**src/rtl/if_fetch_unit.sv**
```systemverilog
// Instruction-fetch stage: PC, credit-limited fetch over req/gnt/rvalid, FIFO_DEPTH-entry
// instruction buffer, valid/ready decode handshake and NPCOp redirect with wrong-path flush.
// Optional IF_PERF_CNT_EN adds perf_fetched/perf_flushed counters.
module if_fetch_unit #(
  parameter logic [31:0] RESET_PC   = 32'h0000_0000,
  parameter int unsigned FIFO_DEPTH = 2
) (
  input  logic        clk,
  input  logic        rstn,
  output logic        imem_req,
  output logic [31:0] imem_addr,
  input  logic        imem_gnt,
  input  logic        imem_rvalid,
  input  logic [31:0] imem_rdata,
  input  logic        redirect_valid,
  input  logic [2:0]  NPCOp,
  input  logic [31:0] redirect_pc,
  input  logic [31:0] imm,
  input  logic [31:0] rs1_val,
  output logic        id_valid,
  input  logic        id_ready,
  output logic [31:0] id_instr,
  output logic [31:0] id_pc,
  output logic [31:0] id_pc4,
  output logic [6:0]  Op,
  output logic [6:0]  Funct7,
  output logic [2:0]  Funct3,
  output logic [4:0]  rs1,
  output logic [4:0]  rs2,
  output logic [4:0]  rd
`ifdef IF_PERF_CNT_EN
  ,
  output logic [31:0] perf_fetched,
  output logic [31:0] perf_flushed
`endif
);

  localparam int unsigned AW = $clog2(FIFO_DEPTH);
  localparam int unsigned CW = AW + 1;

  typedef enum logic {RUN, FLUSH} state_t;

  typedef struct packed {
    logic [31:0] instr;
    logic [31:0] pc;
  } entry_t;

  state_t          state_q, state_d;
  logic [31:0]     fetch_pc_q, fetch_pc_d;
  logic [31:0]     rsp_pc_q, rsp_pc_d;
  logic [CW-1:0]   out_q, out_d;
  logic [CW-1:0]   cnt_q, cnt_d;
  logic [AW-1:0]   wr_q, rd_q;
  logic            req_q, req_d;
  logic            vld_q, vld_d;
  logic            clear;
  entry_t          fifo_q [FIFO_DEPTH];
  entry_t          head;

  logic            grant, rv, push, pop, redir;
  logic [31:0]     br_target, jr_sum, raw_target, target;

  assign grant = req_q & imem_gnt;
  // responses with nothing outstanding are protocol errors and are ignored
  assign rv    = imem_rvalid & (out_q != '0);
  assign pop   = vld_q & id_ready;
  assign redir = redirect_valid &
                 ((NPCOp == 3'b001) | (NPCOp == 3'b010) | (NPCOp == 3'b100));
  assign push  = rv & (state_q == RUN) & ~redir;

  // redirect target; jalr clears bit 0, every target is word aligned
  assign br_target  = redirect_pc + imm;
  assign jr_sum     = rs1_val + imm;
  assign raw_target = (NPCOp == 3'b100) ? (jr_sum & ~32'h1) : br_target;
  assign target     = {raw_target[31:2], 2'b00};

  // next-state, credit accounting and registered-output precompute
  always_comb begin
    state_d    = state_q;
    fetch_pc_d = fetch_pc_q;
    rsp_pc_d   = rsp_pc_q;
    out_d      = out_q + CW'(grant) - CW'(rv);
    cnt_d      = cnt_q + CW'(push) - CW'(pop);
    clear      = 1'b0;
    if (grant) fetch_pc_d = fetch_pc_q + 32'd4;
    if (push)  rsp_pc_d   = rsp_pc_q + 32'd4;
    if (redir) begin
      // everything still in flight after this cycle is wrong-path
      fetch_pc_d = target;
      rsp_pc_d   = target;
      cnt_d      = '0;
      clear      = 1'b1;
      state_d    = (out_d != '0) ? FLUSH : RUN;
    end else begin
      case (state_q)
        RUN:     state_d = RUN;
        FLUSH:   if (out_d == '0) state_d = RUN;
        default: state_d = RUN;
      endcase
    end
    req_d = (state_d == RUN) && ((out_d + cnt_d) < CW'(FIFO_DEPTH));
    vld_d = (cnt_d != '0);
  end

  // state, PC, credit and pointer registers
  always_ff @(posedge clk or negedge rstn) begin
    if (!rstn) begin
      state_q    <= RUN;
      fetch_pc_q <= RESET_PC;
      rsp_pc_q   <= RESET_PC;
      out_q      <= '0;
      cnt_q      <= '0;
      req_q      <= 1'b0;
      vld_q      <= 1'b0;
      wr_q       <= '0;
      rd_q       <= '0;
    end else begin
      state_q    <= state_d;
      fetch_pc_q <= fetch_pc_d;
      rsp_pc_q   <= rsp_pc_d;
      out_q      <= out_d;
      cnt_q      <= cnt_d;
      req_q      <= req_d;
      vld_q      <= vld_d;
      if (clear) begin
        wr_q <= '0;
        rd_q <= '0;
      end else begin
        if (push) wr_q <= wr_q + AW'(1);
        if (pop)  rd_q <= rd_q + AW'(1);
      end
    end
  end

  // instruction buffer storage
  always_ff @(posedge clk) begin
    if (push) fifo_q[wr_q] <= '{instr: imem_rdata, pc: rsp_pc_q};
  end

  assign head      = fifo_q[rd_q];
  assign imem_req  = req_q;
  assign imem_addr = fetch_pc_q;
  assign id_valid  = vld_q;
  assign id_instr  = head.instr;
  assign id_pc     = head.pc;
  assign id_pc4    = head.pc + 32'd4;
  assign Op        = head.instr[6:0];
  assign Funct7    = head.instr[31:25];
  assign Funct3    = head.instr[14:12];
  assign rs1       = head.instr[19:15];
  assign rs2       = head.instr[24:20];
  assign rd        = head.instr[11:7];

`ifdef IF_PERF_CNT_EN
  logic        drop;
  logic [31:0] flushed_inc;

  assign drop        = rv & ~push;
  assign flushed_inc = (redir ? 32'(cnt_q - CW'(pop)) : 32'd0) + 32'(drop);

  // delivered and discarded instruction counters
  always_ff @(posedge clk or negedge rstn) begin
    if (!rstn) begin
      perf_fetched <= 32'd0;
      perf_flushed <= 32'd0;
    end else begin
      perf_fetched <= perf_fetched + 32'(pop);
      perf_flushed <= perf_flushed + flushed_inc;
    end
  end
`endif

endmodule

```
**config.mk**
```make
export PLATFORM = sky130hd
export DESIGN_NAME = if_fetch_unit
export DESIGN_NICKNAME = d
export VERILOG_FILES = /design/src/rtl/if_fetch_unit.sv
export SDC_FILE = /design/constraint.sdc
export NUM_CORES = 1
export LEC_CHECK = 0
export ABC_AREA = 0
export ABC_CLOCK_PERIOD_IN_PS = 3890
export CAP_MARGIN = 20
export CELL_PAD_IN_SITES_DETAIL_PLACEMENT = 0
export CELL_PAD_IN_SITES_GLOBAL_PLACEMENT = 1
export CORE_ASPECT_RATIO = 0.5
export CORE_UTILIZATION = 35
export CTS_CLUSTER_DIAMETER = 150
export DETAILED_ROUTE_END_ITERATION = 6
export GPL_TIMING_DRIVEN = 0
export HOLD_SLACK_MARGIN = 0.02
export PLACE_DENSITY = 0.85
export REMOVE_ABC_BUFFERS = 1
export SYNTH_ARGS = -nofsm -noshare
export SYNTH_HDL_FRONTEND = slang
export SYNTH_SLANG_ARGS = --single-unit
export TNS_END_PERCENT = 50
```
**constraint.sdc**
```tcl
create_clock -name clk -period 3.89 [get_ports clk]
set_input_delay 0.778 -clock clk [delete_from_list [all_inputs] [get_ports clk]]
set_output_delay 0.778 -clock clk [all_outputs]
set_load 0.03 [all_outputs]
```
* Yosys cells after proc, flatten, opt, wreduce, memory -nomap -nowiden
Memories as Yosys holds them, arrays and structs flattened.
Cells that the tools add are included.
** Word-level totals
- Word-level logic and storage cells :: 63
- Flip-flop bits (word level) :: 73
- Memories :: 1
- Bits in writable memories :: 128
- Bits in latches :: 0
- Bits of input ports :: 137
- Output and inout bits :: 162
- Memory bits (read-only) :: 0
** Memory list
- fifo_q :: words 2, bits a word 64, rd ports 1, clocked after memory_dff 0, write ports 1, line 57 : entry_t fifo_q [FIFO_DEPTH];
** Operators by class
- Divide/modulo/power cells :: 0
- Shift operators :: 0
- Eq/ne operators :: 3
- Multiplexer cells :: 17
- Bitwise logic cells :: 11
- Add/subtract/negate cells :: 12
- Reduce and logical (&&, ||, !) cells :: 9
- Order comparisons :: 1
- Multipliers :: 0
** Operators by type and width (count)
- 2-to-1 mux 32 bit :: 5
- adder 32 x 3 -> 32 bit (second input constant) :: 3
- adder 32 bit :: 2
- nonzero test 2 bit :: 7
- 2-to-1 mux 1 bit :: 10
- bitwise AND 1 bit :: 6
- adder 2 x 1 -> 2 bit :: 2
- subtractor 2 x 1 -> 2 bit :: 2
- == test 3 x 1 -> 1 bit (second input constant) :: 1
- == test 3 x 2 -> 1 bit (second input constant) :: 1
- == test 3 bit (second input constant) :: 1
- inverter 1 bit :: 3
- adder 1 bit (second input constant) :: 2
- adder 2 bit :: 1
- zero test 2 bit :: 1
- < comparator 2 bit (second input constant) :: 1
- 2-to-1 mux 2 bit :: 1
- bitwise OR 1 bit :: 2
- one-hot mux 1 bit (2 select lines) :: 1
- logical AND 1 bit :: 1

* Longest topological paths before layout
Gate-level depths: netlist of the first run.
- Depth after elaboration :: 12
- Mapped depth :: 14
- Gate-level depth less buffers :: 12

* Least setup slack after synthesis of the first run
No wires, ideal clock.
- Path type :: input port to flip-flop
- Start :: input port NPCOp[0]
- End :: memory fifo_q[0][10] (netlist bit) (enable)
- Required time :: 3.408 ns
- Stages :: 6
- Setup time :: 0.482 ns
- Path buffers :: 2
- Path slack :: -1.174 ns
- Arrival time :: 4.581 ns
- Cells stage by stage :: xor2_1 > o211ai_1 > clkbuf_1 > clkbuf_1 > nand2_1 > nor2_1
** Between the ends
- Longest elaborated chain between the ends :: 8
- Elaborated cells on any way between the ends :: 10
- Classes of those cells :: eq/ne: 3; mux: 2; bitwise: 5
** RTL lines
- from (decl) :: line 16 : input logic [2:0] NPCOp,
- == test 3 x 1 -> 1 bit or == test 3 x 2 -> 1 bit (tied branches) :: line 68 : ((NPCOp == 3'b001) | (NPCOp == 3'b010) | (NPCOp == 3'b100));
- bitwise OR 1 bit :: line 68
- bitwise OR 1 bit * :: line 68
- bitwise AND 1 bit * :: line 67 : assign redir = redirect_valid &
- inverter 1 bit * :: line 69 : assign push = rv & (state_q == RUN) & ~redir;
- bitwise AND 1 bit * :: line 69
- 2-to-1 mux 1 bit * :: line 137 : if (push) fifo_q[wr_q] <= '{instr: imem_rdata, pc: rsp_pc_q};
- 2-to-1 mux 1 bit (implied by the code) * :: line 137
- to (decl) :: line 57
Every way passes the cells marked *; elsewhere a longest branch is shown, timed or not.

* Worst setup path in the final report of the first run
- Start :: register rd_q
- End :: output port id_pc4[31]
** Between the ends
- Longest elaborated chain between the ends :: 2
** RTL lines
- from (decl) :: line 53 : logic [AW-1:0] wr_q, rd_q;
- from (signal assigned) :: line 130 : if (pop) rd_q <= rd_q + AW'(1);
- memory (2 x 64 bit)
- adder 32 x 3 -> 32 bit :: line 146 : assign id_pc4 = head.pc + 32'd4;
- to (decl) :: line 24 : output logic [31:0] id_pc4,
Every way passes these cells.

==> impl_metrics.env, run 1 <==
export IMPL_crit_arrival_ps=3060
export IMPL_path_clk_slew_ps=90
export IMPL_grt_usage=0.202
export IMPL_period_minus_slack_ps=3830
export IMPL_layout_common_cells="clkdlybuf4s50_1, edfxtp_1, a21oi_1, nand2_1, nor2_1"
export IMPL_antenna_found_initial=0
export IMPL_first_iter_violations=545
export IMPL_ys_flop_type="edfxtp_1"
export IMPL_htree_levels=4
export IMPL_area_growth_pct=32.0
export IMPL_swShare=0.423
export IMPL_drive_above_1_share=0.111
export IMPL_finalWeightedCongestion=0.904
export IMPL_synth_cell_types=86
export IMPL_fp_row_count=47
export IMPL_multi_input_area_um2=6320
export IMPL_reg2reg_depth=12
export IMPL_final_common_cell="clkdlybuf4s50_1"
export IMPL_critPathRequiredTime_ps=3110
export IMPL_worstMarginPinSlew_ps=959
export IMPL_clk_latency_ps=440
export IMPL_synth_top_cell_by_area="edfxtp_1"
export IMPL_r2r_slack_ps=980
export IMPL_met2_length_um=18600
export IMPL_die_area_um2=35800
export IMPL_postSynthAreaPerCell_um2=10.5
export IMPL_root_buffer="clkbuf_16"
export IMPL_timing_rr_start="out_q[1]"
export IMPL_slew_headroom=0.358
export IMPL_grt_setup_unrepaired="yes"
export IMPL_ys_ff_latch=193
export IMPL_comb_power_share=0.502
export IMPL_design_area_um2=16200
export IMPL_place_area_um2=15500
export IMPL_drc_errors=0
export IMPL_cts_tree="built"
export IMPL_nets=1626
export IMPL_dr_wl_met3_um=1450
export IMPL_highest_layer="met4"
export IMPL_cap_violations=0
export IMPL_cts_sinks=193
export IMPL_ys_seq_area_frac=0.445
export IMPL_drtPass1Iterations=5
export IMPL_utilization=0.479
export IMPL_finalCritPeriodShare=0.986
export IMPL_critPathMaxFanout=36
export IMPL_grt_pass1_vias=10200
export IMPL_pwr_share_clk=0.183
export IMPL_grt_max_degree=70
export IMPL_wl_per_cell_um=19.3
export IMPL_clockBufferDepth=2
export IMPL_diodes=0
export IMPL_io_buffers=292
export IMPL_clock_skew_ps=20.2
export IMPL_rr_endpoint="imem_req"
export IMPL_yosysWarnings=0
export IMPL_viasPerCell=5.29
export IMPL_p_int_uw=5630
export IMPL_final_setup_viol_count=0
export IMPL_hold_violations=0
export IMPL_power_leakage_uw=0.00617
export IMPL_io_pin_count=299
export IMPL_power_density_nw_per_um2=604
export IMPL_wl_um=36600
export IMPL_end_kind="output pin"
export IMPL_n_fill_cell=3059
export IMPL_path_class="reg -> out"
export IMPL_num_vias=10100
export IMPL_ant_nets=0
export IMPL_p_sw_uw=4130
export IMPL_cts_made_buffers=17
export IMPL_fmax_mhz=261
export IMPL_synth_edf_count=124
export IMPL_async_flop_share=0.358
export IMPL_min_path_type="in -> async"
export IMPL_seqCellArea_um2=5450
export IMPL_status="completed"
export IMPL_coreArea_um2=33800
export IMPL_start_kind="flip-flop"
export IMPL_synth_area_um2=12200
export IMPL_sequentialPowerShare=0.314
export IMPL_grt_first_pass_wirelength_um=56500
export IMPL_start_util=0.363
export IMPL_hpwlAfterDp_um=28700
export IMPL_wl_met1_um=15700
export IMPL_hold_worst_slack_ps=432
export IMPL_netlist_area_leader_share=0.304
export IMPL_ir_drop_mv=0.322
export IMPL_dieHeight_um=134
export IMPL_slew_violations=0
export IMPL_syn_inst=1165
export IMPL_die_w_um=267
export IMPL_yosys_top_cells_area="edfxtp_1, dfrtp_1, ha_1, xnor2_1, mux2_2"
export IMPL_gr_total_overflow=0
synthesized netlist by cell type, drive strengths merged (19+ instances only):
cell and count:
nand3 40, buf 48, nor3 19, mux2 48
nand4 21, ha 67, xor2 53, dfrtp 69
edfxtp 124, and3 22, a21o 34, inv 35
nor2 77, xnor2 72, o21ai 44, clkbuf 25
nand2 78, a21oi 79
kinds of logic after synthesis:
group | Yosys count | share of synthesized area
xor+xnor | 125 | 0.0900
simple gates | 332 | 0.139
mux | 63 | 0.0564
buf+inv | 109 | 0.0474
fa+ha+maj | 67 | 0.0685
compound gates | 275 | 0.154
flops | 193 | 0.445
other cells | 1 | 0.000306
repair_timing:
action / in CTS / in global routing
hold buffers: 0 / 0
resized for setup: 52 / 39
endpoints found under the setup margin: 23 / 18
gates cloned: 1 / 0
pin swaps: 0 / 4
buffers inserted: 0 / 3
flip-flops by register name, indices dropped and copies added, names as in the netlist:
register and cells:
fifo_q 124, imem_addr 30, rsp_pc_q 30, cnt_q 2, out_q 2, id_valid 1
imem_req 1, rd_q 1, state_q 1, wr_q 1
power groups by stage:
| stage | Sequential (uW) | Clock (uW) | Combinational [uW] |
|---|---|---|---|
| floorplan | 3280 | 0 | 2740 |
| global placement | 3210 | 0 | 4690 |
| detailed placement | 3100 | 0 | 4900 |
| CTS | 3070 | 1820 | 4930 |
| global route | 3130 | 1910 | 5180 |
| finish | 3070 | 1790 | 4910 |
per-layer routing:
layer	track usage	vias up
met5	0	-
met4	0.0639	0
met3	0.0239	48
met2	0.361	257
met1	0.255	4924
li1	-	4829
critical path, stage by stage (launching register included):
cell and delay (ps):
dfrtp_4 540, buf_16 210, nor2b_2 150, a32oi_1 100
nor2_1 210, and2_1 210, and3_2 260, nand3_1 170
nor3_2 290, nand3_1 140, xnor2_1 140, clkbuf_4 200
through the flow:
step	instances	worst slack, ps	setup TNS [ps]	power, uW
after floorplan	1097	-2550	-277570	6010
after detailed placement	1864	-463	-9110	8000
after global placement	1854	-6130	-914380	7900
after CTS	1897	-22.7	-60.8	9820
after global routing	1900	-109	-499	10200
final	1900	55.5	0	9760
layout make-up:
type | count | share of cell area
Tap cell | 465 | 0.0360
Multi-Input combinational cell | 868 | 0.391
Inverter | 36 | 0.00836
Clock inverter | 15 | 0.0126
Sequential cell | 193 | 0.337
Timing Repair Buffer | 306 | 0.189
Clock buffer | 17 | 0.0263
how the worst max path moves through the flow:
| stage | cells past startpoint | from | to | slack [ps] |
|---|---|---|---|---|
| after floorplan | 4 | NPCOp[0] | fifo_q[0][10] | -2550 |
| after global placement | 5 | NPCOp[0] | fifo_q[0][41] | -6130 |
| after detailed placement | 11 | rd_q | id_pc4[30] | -460 |
| after CTS | 11 | rd_q | id_pc4[30] | -20 |
| after global routing | 11 | rd_q | id_pc4[31] | -110 |
| final | 11 | rd_q | id_pc4[31] | 60 |
Note: power is estimated with default switching activity, not from simulation.
==> inputs of run 2 (changes only) <==
Settings changed: CAP_MARGIN 20 to not set.
==> impl_metrics.env, run 2 (same netlist as run 1, synthesis figures left out) <==
export IMPL_status="completed"
export IMPL_r2r_slack_ps=950
export IMPL_min_path_type="in -> async"
export IMPL_setup_tns_ps=0
export IMPL_wl_per_cell_um=19.3
export IMPL_period_minus_slack_ps=3790
export IMPL_sequentialPowerShare=0.313
export IMPL_reg2reg_depth=12
export IMPL_viasPerCell=5.28
export IMPL_end_kind="flip-flop"
export IMPL_clk_latency_ps=450
export IMPL_cp_startpoint="imm[3]"
export IMPL_gr_total_overflow=0
export IMPL_cts_tree="built"
export IMPL_p_sw_uw=4160
export IMPL_start_util=0.363
export IMPL_root_buffer="clkbuf_16"
export IMPL_ir_drop_mv=0.349
export IMPL_area_growth_pct=32.3
export IMPL_cap_violations=0
export IMPL_start_kind="primary input"
export IMPL_finalWeightedCongestion=0.904
export IMPL_regMostFlops="fifo_q"
export IMPL_power_leakage_uw=0.00617
export IMPL_path_class="in -> reg"
export IMPL_grt_max_degree=70
export IMPL_ant_nets=0
export IMPL_comb_power_share=0.500
export IMPL_first_iter_violations=610
export IMPL_slew_violations=0
export IMPL_n_fill_cell=3058
export IMPL_grt_usage=0.203
export IMPL_htree_levels=4
export IMPL_grt_first_pass_wirelength_um=56900
export IMPL_multi_input_area_um2=6340
export IMPL_fp_row_count=47
export IMPL_layout_common_cells="clkdlybuf4s50_1, edfxtp_1, a21oi_1, nand2_1, nor2_1"
export IMPL_p_int_uw=5650
export IMPL_seqCellArea_um2=5450
export IMPL_clockBufferDepth=2
export IMPL_largest_register_ffs=124
export IMPL_cts_hold_fix_buffers=0
export IMPL_grt_setup_unrepaired="yes"
export IMPL_cts_made_buffers=17
export IMPL_total_power_uw=9810
export IMPL_crit_arrival_ps=4070
export IMPL_fmax_mhz=264
export IMPL_drc_errors=0
export IMPL_final_setup_viol_count=0
export IMPL_die_area_um2=35800
export IMPL_hold_violations=0
export IMPL_die_w_um=267
export IMPL_power_density_nw_per_um2=605
export IMPL_dieHeight_um=134
export IMPL_rr_endpoint="imem_req"
export IMPL_num_vias=10000
export IMPL_drive_above_1_share=0.114
export IMPL_timing_rr_start="out_q[1]"
export IMPL_coreArea_um2=33800
export IMPL_final_common_cell="clkdlybuf4s50_1"
export IMPL_nets=1626
export IMPL_cts_sinks=193
export IMPL_worstMarginPinSlew_ps=975
export IMPL_hpwlAfterDp_um=28500
export IMPL_finalCritPeriodShare=0.975
export IMPL_io_pin_count=299
export IMPL_swShare=0.424
export IMPL_critPathRequiredTime_ps=4170
export IMPL_antenna_found_initial=1
export IMPL_pwr_share_clk=0.187
export IMPL_path_clk_slew_ps=90
export IMPL_drtPass1Iterations=5
export IMPL_wl_um=36700
export IMPL_grt_pass1_vias=10200
export IMPL_endpoint="rsp_pc_q[12]"
export IMPL_critPathMaxFanout=8
export IMPL_clock_skew_ps=19.9
export IMPL_io_buffers=292
export IMPL_slew_headroom=0.350
-- run 2: cell types whose count changed in the layout (fill, tap and decap cells not counted), sizes merged --
cell | before | now
clkinv | 8 | 7
clkdlybuf4s15 | 1 | 4
inv | 43 | 44
clkbuf | 25 | 24
clkdlybuf4s18 | 1 | 0
diode | 0 | 1
dlygate4sd2 | 5 | 6
buf | 19 | 17
-- run 2: critical path: stages --
cell and delay, ps:
clkdlybuf4s50_1 460, ha_1 370, a21oi_1 180, o21ai_0 150, a31o_2 360, a221oi_1 570
nor2b_1 110, nor3_1 150, a2111oi_0 90, a211oi_1 780, a21oi_1 70
-- run 2: metal layers --
metal / vias to the layer above / share of wire / routed length (um) / GRT usage
met1: 4923 / 0.43 / 15900 / 0.257
met3: 51 / 0.032 / 1190 / 0.0218
met4: 0 / 0.025 / 903 / 0.0686
met2: 249 / 0.51 / 18700 / 0.363
li1: 4811 / - / - / -
met5: - / 0 / 0 / 0
-- run 2: power by group through the flow --
stage | clock network (uW) | logic, uW | registers, uW
after floorplan | 0 | 2740 | 3280
final | 1830 | 4910 | 3070
after detailed placement | 0 | 4890 | 3100
after global routing | 1940 | 5190 | 3120
after global placement | 0 | 4690 | 3210
after CTS | 1870 | 4920 | 3070
-- run 2: what timing repair did --
item / 4_1_cts / 5_1_grt
gates resized for setup: 51 / 38
endpoints found under the setup margin: 22 / 20
pin swaps: 1 / 4
setup buffers: 1 / 3
gates cloned: 1 / 0
-- run 2: metrics by stage --
| stage | instances | setup WS (ps) | hold WS, ps | instance area, um^2 | util |
|---|---|---|---|---|---|
| global placement | 1854 | -6130 | 493 | 15300 | 0.454 |
| floorplan | 1097 | -2550 | 462 | 11800 | - |
| global route | 1901 | -25.0 | 489 | 16200 | 0.480 |
| detailed placement | 1863 | -466 | 506 | 15400 | 0.458 |
| finish | 1901 | 96.0 | 435 | 16200 | 0.480 |
| CTS | 1897 | -58.2 | 478 | 16100 | 0.478 |
-- run 2: worst min-delay path by stage --
stage            startpoint       endpoint  depth (start not counted)
2_1_floorplan  rsp_pc_q[31]  fifo_q[0][31]                          0
3_3_place_gp   rsp_pc_q[19]  fifo_q[0][19]                          0
3_5_place_dp   rsp_pc_q[11]  fifo_q[0][11]                          0
4_1_cts                rstn   rsp_pc_q[30]                          1
5_1_grt                rstn  imem_addr[27]                          1
6_report               rstn   rsp_pc_q[30]                          1
-- run 2: layout make-up --
| cell class | count | share of cell area |
|---|---|---|
| multi-input combinational | 868 | 0.391 |
| clock buffer | 17 | 0.0263 |
| timing repair buffer | 306 | 0.188 |
| antenna | 1 | 0.000154 |
| inverter | 36 | 0.00834 |
| clock inverter | 15 | 0.0132 |
| sequential | 193 | 0.337 |
| tap | 465 | 0.0359 |
==> inputs of run 3 (changes only) <==
--- a/config.mk
+++ b/config.mk
@@ -15,7 +15,7 @@
 export DETAILED_ROUTE_END_ITERATION = 6
 export GPL_TIMING_DRIVEN = 0
-export HOLD_SLACK_MARGIN = 0.02
 export PLACE_DENSITY = 0.85
 export REMOVE_ABC_BUFFERS = 1
+export SKIP_CTS_REPAIR_TIMING = 1
 export SYNTH_ARGS = -nofsm -noshare
 export SYNTH_HDL_FRONTEND = slang
==> constraint.sdc (replaced) <==
create_clock -name clk -period 3.89 [get_ports clk]
set_input_delay 0.778 -clock clk [delete_from_list [all_inputs] [get_ports clk]]
set_output_delay 0.778 -clock clk [all_outputs]
set_load 0.01 [all_outputs]
==> impl_metrics.env, run 3 (same netlist as run 1, synthesis figures left out) <==
export IMPL_path_clk_slew_ps=90
export IMPL_grt_first_pass_wirelength_um=56400
export IMPL_endpoint="id_pc4[14]"
export IMPL_cap_violations=0
export IMPL_wl_um=36700
export IMPL_io_pin_count=299
export IMPL_instances_no_fill=1902
export IMPL_drc_errors=0
export IMPL_io_buffers=292
export IMPL_first_iter_violations=542
export IMPL_cts_made_buffers=17
export IMPL_gr_total_overflow=0
export IMPL_start_util=0.363
export IMPL_fp_row_count=47
export IMPL_clockBufferDepth=2
export IMPL_root_buffer="clkbuf_16"
export IMPL_place_area_um2=15400
export IMPL_dieHeight_um=134
export IMPL_worstMarginPinSlew_ps=975
export IMPL_period_minus_slack_ps=3790
export IMPL_drive_above_1_share=0.105
export IMPL_slew_violations=0
export IMPL_finalCritPeriodShare=0.975
export IMPL_coreArea_um2=33800
export IMPL_reg2reg_depth=12
export IMPL_slew_headroom=0.350
export IMPL_placed_cells=1863
export IMPL_end_kind="output pin"
export IMPL_grt_usage=0.201
export IMPL_path_class="reg -> out"
export IMPL_power_leakage_uw=0.00630
export IMPL_design_area_um2=16300
export IMPL_final_common_cell="clkdlybuf4s50_1"
export IMPL_area_growth_pct=33.0
export IMPL_status="completed"
export IMPL_hpwlAfterDp_um=28500
export IMPL_clk_latency_ps=450
export IMPL_wl_per_cell_um=19.3
export IMPL_htree_levels=4
export IMPL_ir_drop_mv=0.348
export IMPL_crit_arrival_ps=3020
export IMPL_cts_sinks=193
export IMPL_antenna_found_initial=1
export IMPL_layout_common_cells="clkdlybuf4s50_1, edfxtp_1, a21oi_1, nand2_1, nor2_1"
export IMPL_rr_endpoint="imem_req"
export IMPL_die_w_um=267
export IMPL_setup_tns_ps=0
export IMPL_r2r_slack_ps=960
export IMPL_final_setup_viol_count=0
export IMPL_largest_register_ffs=124
export IMPL_timing_rr_start="out_q[1]"
export IMPL_grt_max_degree=73
export IMPL_regMostFlops="fifo_q"
export IMPL_critPathMaxFanout=36
export IMPL_min_path_type="in -> async"
export IMPL_hold_violations=0
export IMPL_utilization=0.483
export IMPL_num_vias=10100
export IMPL_n_fill_cell=3034
export IMPL_viasPerCell=5.30
export IMPL_die_area_um2=35800
export IMPL_nets=1627
export IMPL_drtPass1Iterations=5
export IMPL_cts_tree="built"
export IMPL_finalWeightedCongestion=0.904
export IMPL_ant_nets=0
export IMPL_cp_startpoint="rd_q"
export IMPL_power_density_nw_per_um2=549
export IMPL_critPathRequiredTime_ps=3110
export IMPL_start_kind="flip-flop"
export IMPL_clock_skew_ps=20.1
export IMPL_grt_pass1_vias=10100
export IMPL_fmax_mhz=264
==> run 3: changes by cell type in the layout (fill, tap and decap cells not counted), sizes merged <==
cell and change:
dlymetal6s2s +14, clkdlybuf4s50 +6, buf -2, bufbuf -1, clkdlybuf4s15 -4, clkbuf -6, dlygate4sd2 -6
==> run 3: layout make-up <==
class	count	area [um^2]	area share
Clock buffer	17	425	0.0261
Antenna cell	1	2.50	0.000154
Sequential cell	193	5450	0.335
Inverter	36	135	0.00829
Tap cell	465	582	0.0357
Timing Repair Buffer	307	3130	0.192
Multi-Input combinational cell	868	6350	0.390
Clock inverter	15	214	0.0131
==> run 3: critical path, cell delays in order, from the launching register on <==
cell and delay [ps]:
dfrtp_4 510, buf_16 190, mux2_2 280, ha_2 210, nand3_2 120, nor3_4 180, buf_4 180, nand3_1 110
xnor2_1 190, clkdlybuf4s50_1 610
==> run 3: metrics by stage <==
stage	power (uW)	hold slack [ps]	setup slack, ps
floorplan	5090	462	-2550
global placement	6980	493	-6130
detailed placement	7080	506	-331
CTS	8930	478	-832
global route	9390	489	-13.8
finish	8940	427	96.6
==> run 3: worst min path at each step <==
stage	start	end	slack [ps]	cells after the start
3_3_place_gp	rsp_pc_q[19]	fifo_q[0][19]	490	0
2_1_floorplan	rsp_pc_q[31]	fifo_q[0][31]	460	0
3_5_place_dp	rsp_pc_q[11]	fifo_q[0][11]	510	0
4_1_cts	rstn	rsp_pc_q[30]	480	1
6_report	rstn	rsp_pc_q[30]	430	1
5_1_grt	rstn	imem_addr[27]	490	1
==> run 3: where the power goes <==
part	internal (uW)	switching [uW]	total [uW]
Clock	902	930	1830
Combinational	2070	1970	4040
Sequential	2710	356	3060
Total	5680	3260	8940
==> run 3: routing by layer <==
| layer | global-route usage | vias to the layer above | share of wire | routed length (um) |
|---|---|---|---|---|
| li1 | - | 4813 | - | - |
| met1 | 0.255 | 4963 | 0.43 | 15800 |
| met2 | 0.357 | 250 | 0.51 | 18600 |
| met3 | 0.0218 | 59 | 0.035 | 1290 |
| met4 | 0.0690 | 0 | 0.025 | 925 |
| met5 | 0 | - | 0 | 0 |
